[src/rtl/cpu_pkg.sv]
// Shared definitions for the 16-bit CPU datapath: opcodes, sequencer states, field widths.
package cpu_pkg;

  localparam int REG_SEL_W = 3;
  localparam int NREGS     = 8;
  localparam int ALU_OP_W  = 3;

  typedef enum logic [1:0] {
    S_IDLE = 2'd0,
    S_T1   = 2'd1,
    S_T2   = 2'd2,
    S_T3   = 2'd3
  } state_t;

  localparam logic [ALU_OP_W-1:0] OP_MV  = 3'b000;
  localparam logic [ALU_OP_W-1:0] OP_MVI = 3'b001;
  localparam logic [ALU_OP_W-1:0] OP_ADD = 3'b010;
  localparam logic [ALU_OP_W-1:0] OP_SUB = 3'b011;
  localparam logic [ALU_OP_W-1:0] OP_AND = 3'b100;
  localparam logic [ALU_OP_W-1:0] OP_OR  = 3'b101;
  localparam logic [ALU_OP_W-1:0] OP_XOR = 3'b110;
  localparam logic [ALU_OP_W-1:0] OP_NOP = 3'b111;

  // ALU ops take the three-state A/G path; everything else retires in T1.
  function automatic logic is_alu_op(input logic [ALU_OP_W-1:0] op);
    return (op != OP_MV) && (op != OP_MVI) && (op != OP_NOP);
  endfunction

endpackage

[src/rtl/reg_decoder.sv]
// 3-to-8 one-hot decoder with enable; produces the register-file load strobes.
module reg_decoder
  import cpu_pkg::*;
(
  input  logic                 en,
  input  logic [REG_SEL_W-1:0] sel,
  output logic [NREGS-1:0]     onehot
);

  // Exactly one bit when enabled, all zero otherwise.
  always_comb begin
    onehot = '0;
    if (en) begin
      onehot[sel] = 1'b1;
    end else begin
      onehot = '0;
    end
  end

endmodule

[src/rtl/bus_controller.sv]
// Instruction sequencer: latches an instruction from din and walks T1..T3,
// decoding bus-select and load-enable controls from the current state and IR.
module bus_controller
  import cpu_pkg::*;
#(
  parameter int DATA_W = 16
) (
  input  logic                 clock,
  input  logic                 reset,
  input  logic                 run,
  input  logic [DATA_W-1:0]    din,
  output logic                 ir_in,
  output logic [REG_SEL_W-1:0] r_out,
  output logic                 din_en,
  output logic                 gout,
  output logic [NREGS-1:0]     r_in,
  output logic                 a_in,
  output logic                 g_in,
  output logic [ALU_OP_W-1:0]  alu_op,
  output logic                 busy,
  output logic                 done
);

  state_t         state_r;
  logic [8:0]     ir_r;
  logic           dec_en_s;
  logic [2:0]     opcode_s;
  logic [2:0]     rx_s;
  logic [2:0]     ry_s;
  logic           unused_din_s;

  assign opcode_s     = ir_r[8:6];
  assign rx_s         = ir_r[5:3];
  assign ry_s         = ir_r[2:0];
  assign unused_din_s = ^din[DATA_W-1:9];

  // State sequencing and IR capture; reset abandons any in-flight instruction.
  always_ff @(posedge clock or posedge reset) begin
    if (reset) begin
      state_r <= S_IDLE;
      ir_r    <= 9'd0;
    end else begin
      case (state_r)
        S_IDLE: begin
          if (run) begin
            ir_r    <= din[8:0];
            state_r <= S_T1;
          end
        end
        S_T1:    state_r <= is_alu_op(opcode_s) ? S_T2 : S_IDLE;
        S_T2:    state_r <= S_T3;
        S_T3:    state_r <= S_IDLE;
        default: state_r <= S_IDLE;
      endcase
    end
  end

  // Control decode; async reset forces IDLE so everything but ir_in drops at once.
  always_comb begin
    ir_in    = 1'b0;
    r_out    = 3'b000;
    din_en   = 1'b0;
    gout     = 1'b0;
    a_in     = 1'b0;
    g_in     = 1'b0;
    alu_op   = 3'b000;
    done     = 1'b0;
    dec_en_s = 1'b0;
    busy     = (state_r != S_IDLE);
    case (state_r)
      S_IDLE: ir_in = run;
      S_T1: begin
        case (opcode_s)
          OP_MV: begin
            r_out    = ry_s;
            dec_en_s = 1'b1;
            done     = 1'b1;
          end
          OP_MVI: begin
            din_en   = 1'b1;
            dec_en_s = 1'b1;
            done     = 1'b1;
          end
          OP_NOP: done = 1'b1;
          default: begin
            r_out = rx_s;
            a_in  = 1'b1;
          end
        endcase
      end
      S_T2: begin
        r_out  = ry_s;
        g_in   = 1'b1;
        alu_op = opcode_s;
      end
      S_T3: begin
        gout     = 1'b1;
        dec_en_s = 1'b1;
        done     = 1'b1;
      end
      default: begin
        ir_in = 1'b0;
      end
    endcase
  end

  reg_decoder u_reg_decoder (
    .en     (dec_en_s),
    .sel    (rx_s),
    .onehot (r_in)
  );

endmodule

[config.mk]
export PLATFORM = sky130hd
export DESIGN_NAME = bus_controller
export DESIGN_NICKNAME = d
export VERILOG_FILES = /design/src/rtl/cpu_pkg.sv /design/src/rtl/reg_decoder.sv /design/src/rtl/bus_controller.sv
export SDC_FILE = /design/constraint.sdc
export NUM_CORES = 1
export LEC_CHECK = 0
export BUFFER_PORTS_ARGS = -buffer_cell sky130_fd_sc_hd__buf_2
export CORE_UTILIZATION = 42
export CTS_CLUSTER_SIZE = 12
export DETAILED_ROUTE_END_ITERATION = 12
export PLACE_DENSITY = 0.77
export SLEW_MARGIN = 10
export SYNTH_ARGS = -nofsm -noshare
export SYNTH_HDL_FRONTEND = slang
export SYNTH_HIERARCHICAL = 1
export SYNTH_SLANG_ARGS = --single-unit
export TNS_END_PERCENT = 10
[constraint.sdc]
create_clock -name clock -period 1.6 [get_ports clock]
set_clock_uncertainty 0.15 [all_clocks]
set_input_delay 0.24 -clock clock [delete_from_list [all_inputs] [get_ports clock]]
set_output_delay 0.24 -clock clock [all_outputs]
set_load 0.01 [all_outputs]
==> reports/metrics.csv <==
metric;value;unit
Cells after Synth;60;
Mapped Area;696.9;µm²
Clk network pwr share;9.3;%
Worst Hold Path EP;ir_r[7];
Initial Utilization;45.73;%
Slew HR;71.91;%
final core occ;72.50;%
fmax;504.9;MHz
first-pass GRT wire length;2.601;mm
dpl ws;-0.1397;ns
full die area;1826;µm²
layout cells sized above 1;68.93;%
CORE AREA;1524;µm²
via count of the first global-routing pass;625;
Worst path top cell family by delay;compound AO/OA/AOI/OAI gates;
hold_sp;din[7];
TritonCTS clock tree;built;
CP Buf/Inv Count;2;
syn nets;83;
post-synthesis area per instance;11.62;µm²
max_cap viols;0;
Lkg Pwr;0.5524;nW
Pwr Total;0.002035;W
Worst Path Arrival;1.59;ns
Die Ht;42.74;µm
ant diodes;0;
Clock Latency Late Sink;0.26;ns
failing checks;negative setup slack;
Post-DP Area;917.1;µm²
CTS Buf Count;3;
status;finished, violations left;
Reg2Reg Depth;5;
synthesis-to-layout area growth;58.53;%
chip width;42.74;µm
FF-to-FF Start;state_r[0];
sequential fraction of the synthesis area;39.50;%
Combinational Power Share;60.1;%
commonest non-fill, non-tap cell in the layout;buf_2;
hold path cells;2;
most frequent cells in the layout;buf_2, buf_6, dfrtp_1;
critical path class;reg -> out;
unrepaired setup endpoints after global routing;yes;
PortBufs;32;
Critical Path Source Type;flip-flop;
Post-Route WL;1.655;mm
Detail Placement HPWL;1.139;mm
CP peak stage delay;0.43;ns
Power Density;1842;nW/µm²
CTS root buffer;clkbuf_4;
initial antenna violation count;0;
DRT antenna net count;0;
Crit Path Max Fanout;3;
Seq pwr share;30.6;%
# clock sinks;11;
sw power;0.0008304;W
nets;127;
Syn. warnings;6;
crit end category;output port;
max-slew violations;0;
crit share post-route;123.8;%
TritonRoute pass-1 iters;4;
Critical Path RT;1.21;ns
clk buf depth;2;
final setup violation count;21;
internal power;0.001205;W
crit path cell chain;buf_6 > ha_4 > a31o_1 > a32o_1 > buf_2;
Rows;14;
DRC;0;
gr usage total;18.73;%
Setup WS post-layout;-0.3808;ns
Final Hold Fails;0;
crit path time final;1.981;ns
grt total ovfl;0;
H-tree Lvls;1;
HP Class;in -> reg;
io pins;40;
Reg2Reg Setup Slack;0.03;ns
DR WL/cell;13.91;µm
Via Count;641;
largest net degree at the start of global routing;12;
Synth Register Bits;11;
Netlist cell types;25;
WHS;0.05208;ns
CTS clk-pin slew, worst paths;0.07;ns
Worst VDD drop;1.011;mV
gpl congestion;0.7669;
first-iteration detailed-routing DRC count;11;
via density per instance;5.387;
Worst path slowest cell;dfrtp_1;
cell area after layout;1105;µm²
Net Sw Frac;40.80;%
worst-margin pin slew;0.4209;ns
## kinds of logic (layout without fill, tap and decap cells)
family	count (synthesis)	count (layout)	synth area share, %
simple gates	20	20	24.78
flops	11	11	39.50
compound gates	10	10	10.77
mux	9	9	14.54
buf+inv	6	49	3.231
fa+ha+maj	4	4	7.182
## worst max path at each step
stage | to | startpoint | cells after the start
6_report | r_out[2] | flip-flop | 5
5_1_grt | r_out[2] | flip-flop | 5
4_1_cts | r_out[2] | state_r[0] | 5
3_5_place_dp | r_out[2] | flip-flop | 5
3_3_place_gp | r_out[0] | flip-flop | 5
2_1_floorplan | r_out[0] | state_r[0] | 4
## power by group through the flow
stage | Combinational [W] | Sequential, W | Clock [W]
6_report | 0.00122 | 0.000623 | 0.000190
2_1_floorplan | 0.000639 | 0.000550 | 0
3_3_place_gp | 0.000931 | 0.000590 | 0
4_1_cts | 0.00117 | 0.000609 | 0.000192
5_1_grt | 0.00131 | 0.000648 | 0.000202
3_5_place_dp | 0.000958 | 0.000609 | 0
## cells in the mapped netlist
cell      number  area share (%)
and3_2         1             1.1
a32o_1         3             4.3
a21oi_1        1            0.72
and4b_2        2             3.2
a31o_1         1             1.3
o21ai_1        1            0.72
nand3_1        2             1.4
nor4b_2        1             2.2
and3b_1        1             1.3
and2_1         1            0.90
nor2_1         2             1.1
nor2_2         1            0.90
and4_2         1             1.4
mux2_2         9              15
and4bb_2       1             1.8
o21ai_0        2             1.4
ha_1           4             7.2
and4bb_1       2             3.6
dfrtp_1       11              39
and4b_1        2             2.9
inv_1          6             3.2
a21o_1         1             1.1
nand2_2        1            0.90
and2_2         2             2.2
a21o_2         1             1.3
## metal layers
| layer | share of wire (%) | routed length [µm] | global-route usage, % | up-vias |
|---|---|---|---|---|
| met4 | 0.73 | 12 | 7.500 | 0 |
| met1 | 44 | 726 | 23.27 | 306 |
| met3 | 3.3 | 54 | 1.277 | 2 |
| met5 | 0 | 0 | 0 | - |
| met2 | 52 | 862 | 33.33 | 19 |
| li1 | - | - | - | 314 |
## sequential cells by signal, summed over array words and instances, names as in the netlist, named ones only
name     flops
state_r      1
ir_r         9
## per-stage QoR
stage | setup TNS [ns] | std cells
floorplan | 0 | 60
global placement | -0.5763 | 113
detailed placement | -1.001 | 113
CTS | -4.551 | 119
global route | -5.714 | 119
finish | -4.913 | 119
## area by class of cell
type | count | area (µm²)
clock buffers | 4 | 26.28
fillers | 114 | 419.2
inverters | 6 | 25.02
multi-input cells | 43 | 467.9
flip-flops and latches | 11 | 276.5
well taps | 16 | 20.02
repair buffers | 39 | 289.0
## repair_timing
action | CTS | global route
setup endpoints to repair | 20 | 22
hold buffers | 1 | 0
gates resized for setup | 23 | 7
endpoints found under the hold margin | 11 | 0
pin swaps | 6 | 0
setup buffers | 1 | 0
(Power assumes the default switching activity.)
